**src/rtl/bnn_stream_loader.sv**
```systemverilog
// Byte-stream front end for the BNN MNIST classifier: turns typed 8-bit records
// into the wide image handshake and one-cycle kernel write strobes.
module bnn_stream_loader #(
  parameter int bW    = 8,
  parameter int IMG_W = 28
) (
  input  logic                     clk,
  input  logic                     rst,
  input  logic                     in_valid,
  output logic                     in_ready,
  input  logic [7:0]               in_data,
  output logic                     image_in_valid,
  input  logic                     image_in_ready,
  output logic [IMG_W*IMG_W-1:0]   image_flat,
  output logic                     kernel_in_valid,
  output logic [1:0]               kernel_layer,
  output logic [10:0]              kernel_addr,
  output logic [bW-1:0]            kernel_offset,
  output logic [31:0]              kernel_bits,
  output logic [5:0]               fc_chunk,
  output logic                     err_addr
);

  localparam int IMG_BITS  = IMG_W * IMG_W;
  localparam int IMG_BYTES = (IMG_BITS + 7) / 8;
  localparam int BUF_BITS  = IMG_BYTES * 8;

  typedef enum logic [2:0] {
    ST_IDLE, ST_IMG_RX, ST_IMG_OUT, ST_K_ALO, ST_K_AHI, ST_K_OFF, ST_K_PAY, ST_K_WR
  } state_t;

  state_t              state_q, state_d;
  logic [6:0]          cnt_q, cnt_d;
  logic                in_ready_q, in_ready_d;
  logic [BUF_BITS-1:0] img_q, img_d;
  logic [1:0]          rx_layer_q, rx_layer_d;
  logic [5:0]          rx_chunk_q, rx_chunk_d;
  logic [10:0]         rx_addr_q, rx_addr_d;
  logic [bW-1:0]       rx_off_q, rx_off_d;
  logic [31:0]         rx_bits_q, rx_bits_d;
  logic                k_valid_q, k_valid_d;
  logic [1:0]          k_layer_q, k_layer_d;
  logic [10:0]         k_addr_q, k_addr_d;
  logic [bW-1:0]       k_off_q, k_off_d;
  logic [31:0]         k_bits_q, k_bits_d;
  logic [5:0]          k_chunk_q, k_chunk_d;
  logic                err_q, err_d;
  logic                accept;
  logic                range_ok;

  assign range_ok = (rx_layer_q == 2'd1 && rx_addr_q <= 11'd99)
                 || (rx_layer_q == 2'd2 && rx_addr_q <= 11'd1199)
                 || (rx_layer_q == 2'd3 && rx_addr_q <= 11'd9 && rx_chunk_q <= 6'd47);

  always_comb begin
    state_d    = state_q;
    cnt_d      = cnt_q;
    img_d      = img_q;
    rx_layer_d = rx_layer_q;
    rx_chunk_d = rx_chunk_q;
    rx_addr_d  = rx_addr_q;
    rx_off_d   = rx_off_q;
    rx_bits_d  = rx_bits_q;
    k_valid_d  = 1'b0;
    k_layer_d  = k_layer_q;
    k_addr_d   = k_addr_q;
    k_off_d    = k_off_q;
    k_bits_d   = k_bits_q;
    k_chunk_d  = k_chunk_q;
    err_d      = err_q;
    accept     = in_valid & in_ready_q;
    case (state_q)
      ST_IDLE: begin
        if (accept) begin
          if (in_data[7:6] == 2'b00) begin
            state_d = ST_IMG_RX;
            img_d   = '0;
            cnt_d   = '0;
          end else begin
            state_d    = ST_K_ALO;
            rx_layer_d = in_data[7:6];
            rx_chunk_d = in_data[5:0];
          end
        end
      end
      // Right shift lands byte k at bits 8k+7..8k once all bytes are in.
      ST_IMG_RX: begin
        if (accept) begin
          img_d = {in_data, img_q[BUF_BITS-1:8]};
          if (cnt_q == 7'(IMG_BYTES - 1)) begin
            state_d = ST_IMG_OUT;
            cnt_d   = '0;
          end else begin
            cnt_d = cnt_q + 7'd1;
          end
        end
      end
      ST_IMG_OUT: begin
        if (image_in_ready) state_d = ST_IDLE;
      end
      ST_K_ALO: begin
        if (accept) begin
          rx_addr_d[7:0] = in_data;
          state_d        = ST_K_AHI;
        end
      end
      ST_K_AHI: begin
        if (accept) begin
          rx_addr_d[10:8] = in_data[2:0];
          state_d         = ST_K_OFF;
        end
      end
      ST_K_OFF: begin
        if (accept) begin
          rx_off_d = in_data[bW-1:0];
          cnt_d    = '0;
          state_d  = ST_K_PAY;
        end
      end
      // Published kernel_* only change when a legal record completes.
      ST_K_PAY: begin
        if (accept) begin
          rx_bits_d = {in_data, rx_bits_q[31:8]};
          if (cnt_q == 7'd3) begin
            state_d = ST_K_WR;
            cnt_d   = '0;
            if (range_ok) begin
              k_valid_d = 1'b1;
              k_layer_d = rx_layer_q;
              k_addr_d  = rx_addr_q;
              k_off_d   = rx_off_q;
              k_bits_d  = rx_bits_d;
              k_chunk_d = rx_chunk_q;
            end else begin
              err_d = 1'b1;
            end
          end else begin
            cnt_d = cnt_q + 7'd1;
          end
        end
      end
      ST_K_WR: state_d = ST_IDLE;
      default: state_d = ST_IDLE;
    endcase
    in_ready_d = (state_d != ST_IMG_OUT) && (state_d != ST_K_WR);
  end

  always_ff @(posedge clk) begin
    if (!rst) begin
      state_q    <= ST_IDLE;
      cnt_q      <= '0;
      in_ready_q <= 1'b0;
      img_q      <= '0;
      rx_layer_q <= '0;
      rx_chunk_q <= '0;
      rx_addr_q  <= '0;
      rx_off_q   <= '0;
      rx_bits_q  <= '0;
      k_valid_q  <= 1'b0;
      k_layer_q  <= '0;
      k_addr_q   <= '0;
      k_off_q    <= '0;
      k_bits_q   <= '0;
      k_chunk_q  <= '0;
      err_q      <= 1'b0;
    end else begin
      state_q    <= state_d;
      cnt_q      <= cnt_d;
      in_ready_q <= in_ready_d;
      img_q      <= img_d;
      rx_layer_q <= rx_layer_d;
      rx_chunk_q <= rx_chunk_d;
      rx_addr_q  <= rx_addr_d;
      rx_off_q   <= rx_off_d;
      rx_bits_q  <= rx_bits_d;
      k_valid_q  <= k_valid_d;
      k_layer_q  <= k_layer_d;
      k_addr_q   <= k_addr_d;
      k_off_q    <= k_off_d;
      k_bits_q   <= k_bits_d;
      k_chunk_q  <= k_chunk_d;
      err_q      <= err_d;
    end
  end

  assign in_ready        = in_ready_q;
  assign image_in_valid  = (state_q == ST_IMG_OUT);
  assign image_flat      = img_q[IMG_BITS-1:0];
  assign kernel_in_valid = k_valid_q;
  assign kernel_layer    = k_layer_q;
  assign kernel_addr     = k_addr_q;
  assign kernel_offset   = k_off_q;
  assign kernel_bits     = k_bits_q;
  assign fc_chunk        = k_chunk_q;
  assign err_addr        = err_q;

endmodule

```
**config.mk**
```make
export PLATFORM = sky130hd
export DESIGN_NAME = bnn_stream_loader
export DESIGN_NICKNAME = d
export VERILOG_FILES = /design/src/rtl/bnn_stream_loader.sv
export SDC_FILE = /design/constraint.sdc
export NUM_CORES = 1
export LEC_CHECK = 0
export BUFFER_PORTS_ARGS = -buffer_cell sky130_fd_sc_hd__buf_2
export CAP_MARGIN = 40
export CORE_AREA = 2 2 337 339
export DETAILED_ROUTE_END_ITERATION = 6
export DIE_AREA = 0 0 339 341
export PLACE_DENSITY_LB_ADDON = 0.25
export SYNTH_ARGS = -nofsm -noshare
export SYNTH_HDL_FRONTEND = slang
export SYNTH_SLANG_ARGS = --single-unit
```
**constraint.sdc**
```tcl
create_clock -name clk -period 5.09 [get_ports clk]
set_input_delay 0.7635 -clock clk [delete_from_list [all_inputs] [get_ports clk]]
set_output_delay 0.7635 -clock clk [all_outputs]
set_load 0.005 [all_outputs]
```
==> results of run 1 <==
-- metal layers --
metal | part of all wire [%] | wire length [um] | vias up
met4 | 2.9 | 3550 | 2
met5 | 0.011 | 13 | -
li1 | - | - | 15100
met3 | 7.9 | 9720 | 168
met2 | 46 | 56700 | 988
met1 | 43 | 52700 | 14600
-- power by group through the flow --
| stage | Clock [mW] | Sequential [mW] | Combinational (mW) |
|---|---|---|---|
| after floorplan | 0 | 7.28 | 0.890 |
| after global placement | 0 | 7.30 | 1.20 |
| after detailed placement | 0 | 7.30 | 1.19 |
| after CTS | 8.16 | 7.14 | 1.19 |
| after global routing | 8.44 | 7.14 | 1.28 |
| final | 7.93 | 7.14 | 1.19 |
-- layout make-up --
class | instances | area (um2) | area share [%]
sequential | 907 | 18200 | 43.3
inverter | 4 | 22.5 | 0.0537
clock inverter | 45 | 642 | 1.53
multi-input combinational | 2763 | 13200 | 31.5
clock buffer | 147 | 3010 | 7.19
timing repair buffer | 911 | 5020 | 12.0
tap | 1500 | 1880 | 4.48
-- worst max path at each step --
stage	startpoint	to	slack, ps
after CTS	state_q[1]	image_in_valid	1980
final	state_q[1]	image_in_valid	1990
after global placement	in_data[7]	image_flat[329]	2010
after global routing	state_q[1]	image_in_valid	1850
after floorplan	in_data[6]	image_flat[575]	2940
after detailed placement	in_data[7]	image_flat[326]	1920
-- sequential cells by signal, indices dropped and copies added (netlist names), 3 cells and up --
name           count
image_flat       784
cnt_q              7
rx_off_q           8
kernel_addr       11
kernel_offset      8
rx_addr_q         11
state_q            3
rx_bits_q         24
rx_chunk_q         6
fc_chunk           6
kernel_bits       32
-- synth_stat cells, types with 2 or more instances --
master	count	share of area [%]
sky130_fd_sc_hd__nand3b_1	4	0.091
sky130_fd_sc_hd__nand3_1	788	12
sky130_fd_sc_hd__buf_1	5	0.057
sky130_fd_sc_hd__nand2_1	970	11
sky130_fd_sc_hd__ha_1	2	0.075
sky130_fd_sc_hd__inv_1	3	0.034
sky130_fd_sc_hd__o21ai_0	8	0.12
sky130_fd_sc_hd__nor3_1	9	0.14
sky130_fd_sc_hd__dfxtp_1	907	55
sky130_fd_sc_hd__a32o_1	2	0.060
sky130_fd_sc_hd__nor2_2	3	0.057
sky130_fd_sc_hd__and3_1	3	0.057
sky130_fd_sc_hd__clkbuf_1	129	1.5
sky130_fd_sc_hd__o21ai_2	2	0.053
sky130_fd_sc_hd__buf_2	244	3.7
sky130_fd_sc_hd__o31ai_1	3	0.068
sky130_fd_sc_hd__buf_6	7	0.24
sky130_fd_sc_hd__o221a_2	2	0.068
sky130_fd_sc_hd__o221ai_1	2	0.053
sky130_fd_sc_hd__nor2_1	34	0.38
sky130_fd_sc_hd__and2_1	5	0.094
sky130_fd_sc_hd__nand2b_1	3	0.057
sky130_fd_sc_hd__or2_2	2	0.038
sky130_fd_sc_hd__o21a_1	4	0.091
sky130_fd_sc_hd__mux2i_1	82	2.5
sky130_fd_sc_hd__a21oi_1	818	12
-- kinds of logic (layout without fill, tap and decap cells) --
logic type / count (synthesis) / count (layout)
and+or+nand+nor: 1826 / 1826
AOI/OAI and AO/OA: 852 / 852
muxes: 83 / 83
adders and majority gates: 2 / 2
buffers and inverters: 390 / 1107
DFF: 907 / 907
-- metrics by stage --
step	setup slack [ps]	instances	hold WS, ps
finish	1990	6277	452
global route	1850	6277	467
CTS	1980	6277	450
detailed placement	1920	6085	443
global placement	2010	6084	438
floorplan	2940	4060	434
-- cell usage in the layout (no fill, tap or decap), drive strengths merged, types with 2 or more instances in the layout --
cell type	instances
clkbuf	147
buf	911
nand3	788
ha	2
a221o	2
dfxtp	907
and3	3
o21ai	10
a32o	2
nor2	37
o31ai	3
and2	5
clkinvlp	3
or2	2
nor3	9
o221ai	2
nand2	970
o21a	4
nand2b	3
clkinv	24
a21oi	818
nand3b	4
or3	2
bufinv	13
inv	9
mux2i	82
o221a	2
-- worst min-delay path: stages (launching register included) --
cell                      delay (ps)
sky130_fd_sc_hd__dfxtp_1         310
sky130_fd_sc_hd__nand2_1          50
sky130_fd_sc_hd__mux2i_1          50
==> metrics.md, run 1 <==
| Metric | Value |
|---|---|
| First-pass GRT wire length | `181000 um` |
| Unrepaired setup endpoints after global routing | `no` |
| Sum of net half-perimeters after detailed placement | `81600 um` |
| Initial antenna violation count | `3` |
| Type of the worst setup path | `flop to primary output` |
| Simple-gate area share of the yosys netlist | `23.9%` |
| Final setup TNS | `0 ps` |
| Min-Delay Startpoint | `rx_chunk_q[2]` |
| Post-Syn Instances | `a little over 4000` |
| Status | `completed` |
| Dominant register cell in the synthesized netlist | `sky130_fd_sc_hd__dfxtp_1` |
| Total congestion overflow | `0` |
| Post-synthesis sequential element count | `907` |
| Peak-usage layer in the global routing report | `met2` |
| Proportion of power drawn by flip-flops and latches | `43.9%` |
| Kind of end point of the critical path | `primary output` |
| Xor and xnor fraction of the mapped netlist area | `0%` |
| Post-layout total power | `16.3 mW` |
| Minimum setup slack among reg-to-reg paths | `2310 ps` |
| Netlist area before placement | `33200 um2` |
| Worst min-delay path endpoint | `fc_chunk[2]` |
| Resized Gates After CTS | `0` |
| Post-place instance area | `38300 um2` |
| Count of final hold-check violations | `0` |
| Reg2reg start | `state_q[1]` |
| Core Rows | `123` |
| Grt met3 use | `6.03%` |
| R2R Path End | `image_flat[737]` |
| Worst-path fanout max | `15` |
| Launching element type of the critical path | `flop` |
| Met2 Track Usage GR | `31.6%` |
| Cell chain of the critical path | `inv_1 > nor3_1 > buf_2` |
| Post-synthesis compound-gate area fraction | `13.2%` |
| Total track usage | `19.9%` |
| DRC viols | `0` |
| Combinational Power Share | `7.3%` |
| Clock latency on the worst-skew pair | `about 680 ps` |
| Initial cell density of the core | `29.6%` |
| Count of final max-slew check failures | `0` |
| Worst supply voltage drop on vdd | `0.288 mV` |
| Detail-routed net length per standard cell | `19.5 um` |
| Via density per instance | `4.91` |
| Leakage | `16.8 nW` |
| Final nets | `between 4000 and 5000` |
| I/O Pins | `about 860` |
| Avg Synthesized Cell Area | `8.17 um2` |
| Number of stages on the worst setup path | `3` |
| CTS sink cnt | `around 900` |
| H-tree depth reported by CTS | `3` |
| Fillcell total | `11700` |
| Core Region | `112000 um2` |
| Multiplexer area fraction after synthesis | `2.51%` |
| Pwr per Cell Area | `388 nW/um2` |
| TritonCTS clock tree | `done` |
| DRT Wirelength | `123000 um` |
| Switching Fraction | `25.7%` |
| Netlist cell types | `45` |
| Final Core Density | `37.5%` |
| Clock-pin transition on the worst setup and hold timing paths | `50 ps` |
| Count of buffers from port buffering | `858` |
| Portion of the post-synthesis area used by sequential elements | `54.8%` |
| Top Family by Delay on Critical Path | `flip-flops` |
| Final critical-path share of the clock period | `60.9%` |
| Worst-case clock skew | `26.6 ps` |
| Diodes inserted | `0` |
| CTS hold repair buffers | `0` |
| Maximum number of pins on one net before global-route repair | `219` |
| Area grow syn2layout | `26.5%` |
| CTS Buffer Depth | `3` |
| Non-Filler Cell Area, Final | `41900 um2` |
| Slowest cell on crit path | `sky130_fd_sc_hd__dfxtp_1` |
| Overall via count from detail_route | `30800` |
| Path class of the lowest-slack min-delay path | `flop to flop` |
| Number of detailed-routing iterations run before antenna repair | `5` |
| Violation count after the first detailed-route iteration | `2480` |
| Die X-Extent | `between 300 and 400 um` |
| Via count of the first global-routing pass | `28100` |
| Number of max-capacitance violations reported | `0` |
| Total clock buffers created by CTS | `103` |
| Adder-cell area share of the yosys netlist | `less than 1%` |
| Overall die area | `about 120000 um2` |
| Library cell used as clock root buffer | `sky130_fd_sc_hd__clkbuf_16` |
| Switching power | `between 4 and 5 mW` |
| CP max stage delay | `680 ps` |
| Arrival time at the worst endpoint | `2340 ps` |
| Number of cells on the worst reg-to-reg path | `6` |
| Final period demand of the worst path | `3100 ps` |
| Actual transition at the worst max-transition pin | `1190 ps` |
| Yosys warnings | `0` |
| Mapped Nets | `4074` |
| Buffers inserted during post-CTS setup optimization | `0` |
| Number of enable flip-flop cells after synthesis | `0` |
| Hold path cells | `2` |
| Proportion of layout cells with a drive suffix above 1 | `23.1%` |
| Proportion of power drawn by the clock network | `48.8%` |
| Post-route antenna net violation count | `0` |
| Required time reported for the critical path endpoint | `4330 ps` |
| Async set-or-reset flop fraction in the synthesized netlist | `0%` |
| Worst path buffer plus inverter count | `2` |
| Internal power | `about 12 mW` |
| Fmax | `~0.32 GHz` |
| Die Y-Extent | `approximately 340 um` |
| Final weighted congestion in routability-driven placement | `0.821` |
| Setup Viol. Count Final | `0` |
| Met1 track demand over resource in global routing | `roughly a quarter` |
| Combinational family with the most area after synthesis | `simple AND/OR/NAND/NOR gates` |
| Worst slew margin relative to its limit | `a little over a fifth` |
No activity file was read; power rests on OpenSTA's default activity.
==> inputs of run 2 (changes only) <==
clock period = 2.55 ns   (was 5.09 ns; I/O delays follow)
==> metrics.md, run 2 (synthesis results as in run 1) <==
| Metric | Value |
|---|---|
| Switching power | `8.17 mW (+96%)` |
| Final period demand of the worst path | `2220 ps` |
| Setup Viol. Count Final | `0 (unchanged)` |
| Type of the worst setup path | `flop to primary output` |
| Switching Fraction | `26.3% (+0.60 points)` |
| Violation count after the first detailed-route iteration | `2539 (+2.4%)` |
| Core Rows | `123 (unchanged)` |
| Number of max-capacitance violations reported | `0 (unchanged)` |
| Area grow syn2layout | `26.6% (about the same)` |
| Min-Delay Startpoint | `image_in_ready` |
| Count of final hold-check violations | `0 (unchanged)` |
| Sum of net half-perimeters after detailed placement | `84500 um (+3.5%)` |
| Overall die area | `116000 um2 (unchanged)` |
| Overall via count from detail_route | `31200 (+1.1%)` |
| Leakage | `16.8 nW (+0.29%)` |
| Fmax | `0.451 GHz` |
| Resized Gates After CTS | `0 (unchanged)` |
| I/O Pins | `859 (unchanged)` |
| Die Y-Extent | `341 um (unchanged)` |
| Clock latency on the worst-skew pair | `680 ps (about the same)` |
| Reg2reg start | `state_q[2]` |
| Count of buffers from port buffering | `858 (unchanged)` |
| Unrepaired setup endpoints after global routing | `no` |
| Core Region | `112000 um2 (unchanged)` |
| Launching element type of the critical path | `flop` |
| Maximum number of pins on one net before global-route repair | `129 (-41%)` |
| Total clock buffers created by CTS | `99 (-3.9%)` |
| Start point of the critical path | `state_q[1]` |
| Hold path cells | `4 (+2)` |
| CTS sink cnt | `907 (unchanged)` |
| Post-route antenna net violation count | `0 (unchanged)` |
| Library cell used as clock root buffer | `sky130_fd_sc_hd__clkbuf_16` |
| Worst supply voltage drop on vdd | `0.446 mV (+55%)` |
| Number of cells on the worst reg-to-reg path | `6 (unchanged)` |
| DRC viols | `0 (unchanged)` |
| Required time reported for the critical path endpoint | `2170 ps (-2160 ps)` |
| Final weighted congestion in routability-driven placement | `0.822 (+0.13%)` |
| Final critical-path share of the clock period | `86.9%` |
| Place WS | `271 ps (-1650 ps)` |
| Total track usage | `20.1% (+0.21 points)` |
| Initial antenna violation count | `3 (unchanged)` |
| Arrival time at the worst endpoint | `1830 ps (-510 ps)` |
| Final nets | `4745 (+0.87%)` |
| Worst-case clock skew | `20.2 ps (-6.46 ps)` |
| Total congestion overflow | `0 (unchanged)` |
| Clock-pin transition on the worst setup and hold timing paths | `60 ps (about the same)` |
| CTS Buffer Depth | `3 (unchanged)` |
| Flip-flop count of the largest register, all copies and words added | `784 (unchanged)` |
| CTS hold repair buffers | `0 (unchanged)` |
| First-pass GRT wire length | `183000 um (+1.4%)` |
| Status | `completed` |
| Path class of the lowest-slack min-delay path | `input pin to flop` |
| Kind of end point of the critical path | `primary output` |
| Combinational Power Share | `8.4% (+1.1 points)` |
| Actual transition at the worst max-transition pin | `769 ps (-417 ps)` |
| Most used cells in the layout excluding fill and tap cells | `sky130_fd_sc_hd__nand2_1 (970), sky130_fd_sc_hd__dfxtp_1 (907), sky130_fd_sc_hd__buf_2 (857)` |
| Die X-Extent | `339 um (unchanged)` |
| Initial cell density of the core | `29.6% (unchanged)` |
| Buffers inserted during post-CTS setup optimization | `0 (unchanged)` |
| Final setup slack of the worst path | `334 ps (-1660 ps)` |
| Leading cell type in the layout, fill and taps excluded | `sky130_fd_sc_hd__nand2_1` |
| Number of detailed-routing iterations run before antenna repair | `7 (+2)` |
| DRT Wirelength | `124000 um (+1.1%)` |
| Proportion of power drawn by the clock network | `45.9% (-2.9 points)` |
| Count of final max-slew check failures | `0 (unchanged)` |
| TritonCTS clock tree | `done` |
| Final setup TNS | `0 ps (unchanged)` |
| Proportion of power drawn by flip-flops and latches | `45.8% (+1.9 points)` |
| Via density per instance | `4.94 (+0.65%)` |
| Fillcell total | `11800 (+0.88%)` |
| Proportion of layout cells with a drive suffix above 1 | `23.6% (+0.44 points)` |
| Internal power | `22.9 mW (+90%)` |
| H-tree depth reported by CTS | `3 (unchanged)` |
| Pwr per Cell Area | `741 nW/um2 (+91%)` |
| Worst-path fanout max | `14 (-1)` |
| Worst slew margin relative to its limit | `48.7% (+28 points)` |
| Via count of the first global-routing pass | `28600 (+1.8%)` |
| Detail-routed net length per standard cell | `19.7 um (+0.65%)` |
-- run 2: cell types whose count changed in the layout (fill, tap and decap cells not counted), sizes merged --
cell	before	now
buf	911	956
bufinv	13	4
clkbuf	147	141
clkinv	24	19
clkinvlp	3	5
diode	0	1
inv	9	11
-- run 2: cell type report --
class	count	area (um2)	share of cell area, %
Sequential cell	907	18200	43.3
Multi-Input combinational cell	2763	13200	31.5
Timing Repair Buffer	956	5510	13.1
Clock buffer	141	2860	6.81
Tap cell	1500	1880	4.47
Clock inverter	35	329	0.784
Inverter	4	22.5	0.0537
Antenna cell	1	2.50	0.00596
-- run 2: power groups by stage --
stage,Combinational (mW),Sequential (mW),Clock (mW)
global route,2.81,14.2,15.1
finish,2.60,14.2,14.2
global placement,2.63,14.5,0
detailed placement,2.61,14.5,0
CTS,2.61,14.2,14.6
floorplan,1.78,14.5,0
-- run 2: stage by stage --
step	total power [mW]	cell area, um2	hold slack, ps	cells	util [%]
finish	31.1	42000	95.6	6307	37.5
global route	32.2	42000	70.5	6307	37.5
CTS	31.4	42000	44.2	6306	37.5
detailed placement	17.1	38800	443	6130	34.6
global placement	17.2	38800	438	6130	34.6
floorplan	16.3	33200	434	4060	-
-- run 2: metal layers --
| layer | routed length (um) | share of wire (%) | vias to the layer above | track usage [%] |
|---|---|---|---|---|
| li1 | - | - | 15100 | - |
| met1 | 53600 | 43 | 14900 | 26.0 |
| met2 | 57300 | 46 | 951 | 32.1 |
| met3 | 9070 | 7.3 | 192 | 5.73 |
| met4 | 4080 | 3.3 | 4 | 6.72 |
| met5 | 27 | 0.022 | - | 0 |
-- run 2: critical path: stages (launching register included) --
cell	delay (ps)
sky130_fd_sc_hd__dfxtp_1	320
sky130_fd_sc_hd__buf_4	210
sky130_fd_sc_hd__inv_1	100
sky130_fd_sc_hd__nor3_2	320
sky130_fd_sc_hd__buf_2	210
-- run 2: path summary, 6_finish.rpt --
| path | to | slack [ps] |
|---|---|---|
| max | image_in_valid | 330 |
| min | state_q[1] | 100 |
| max reg2reg | image_flat[608] | 380 |
| min reg2reg | kernel_offset[5] | 450 |
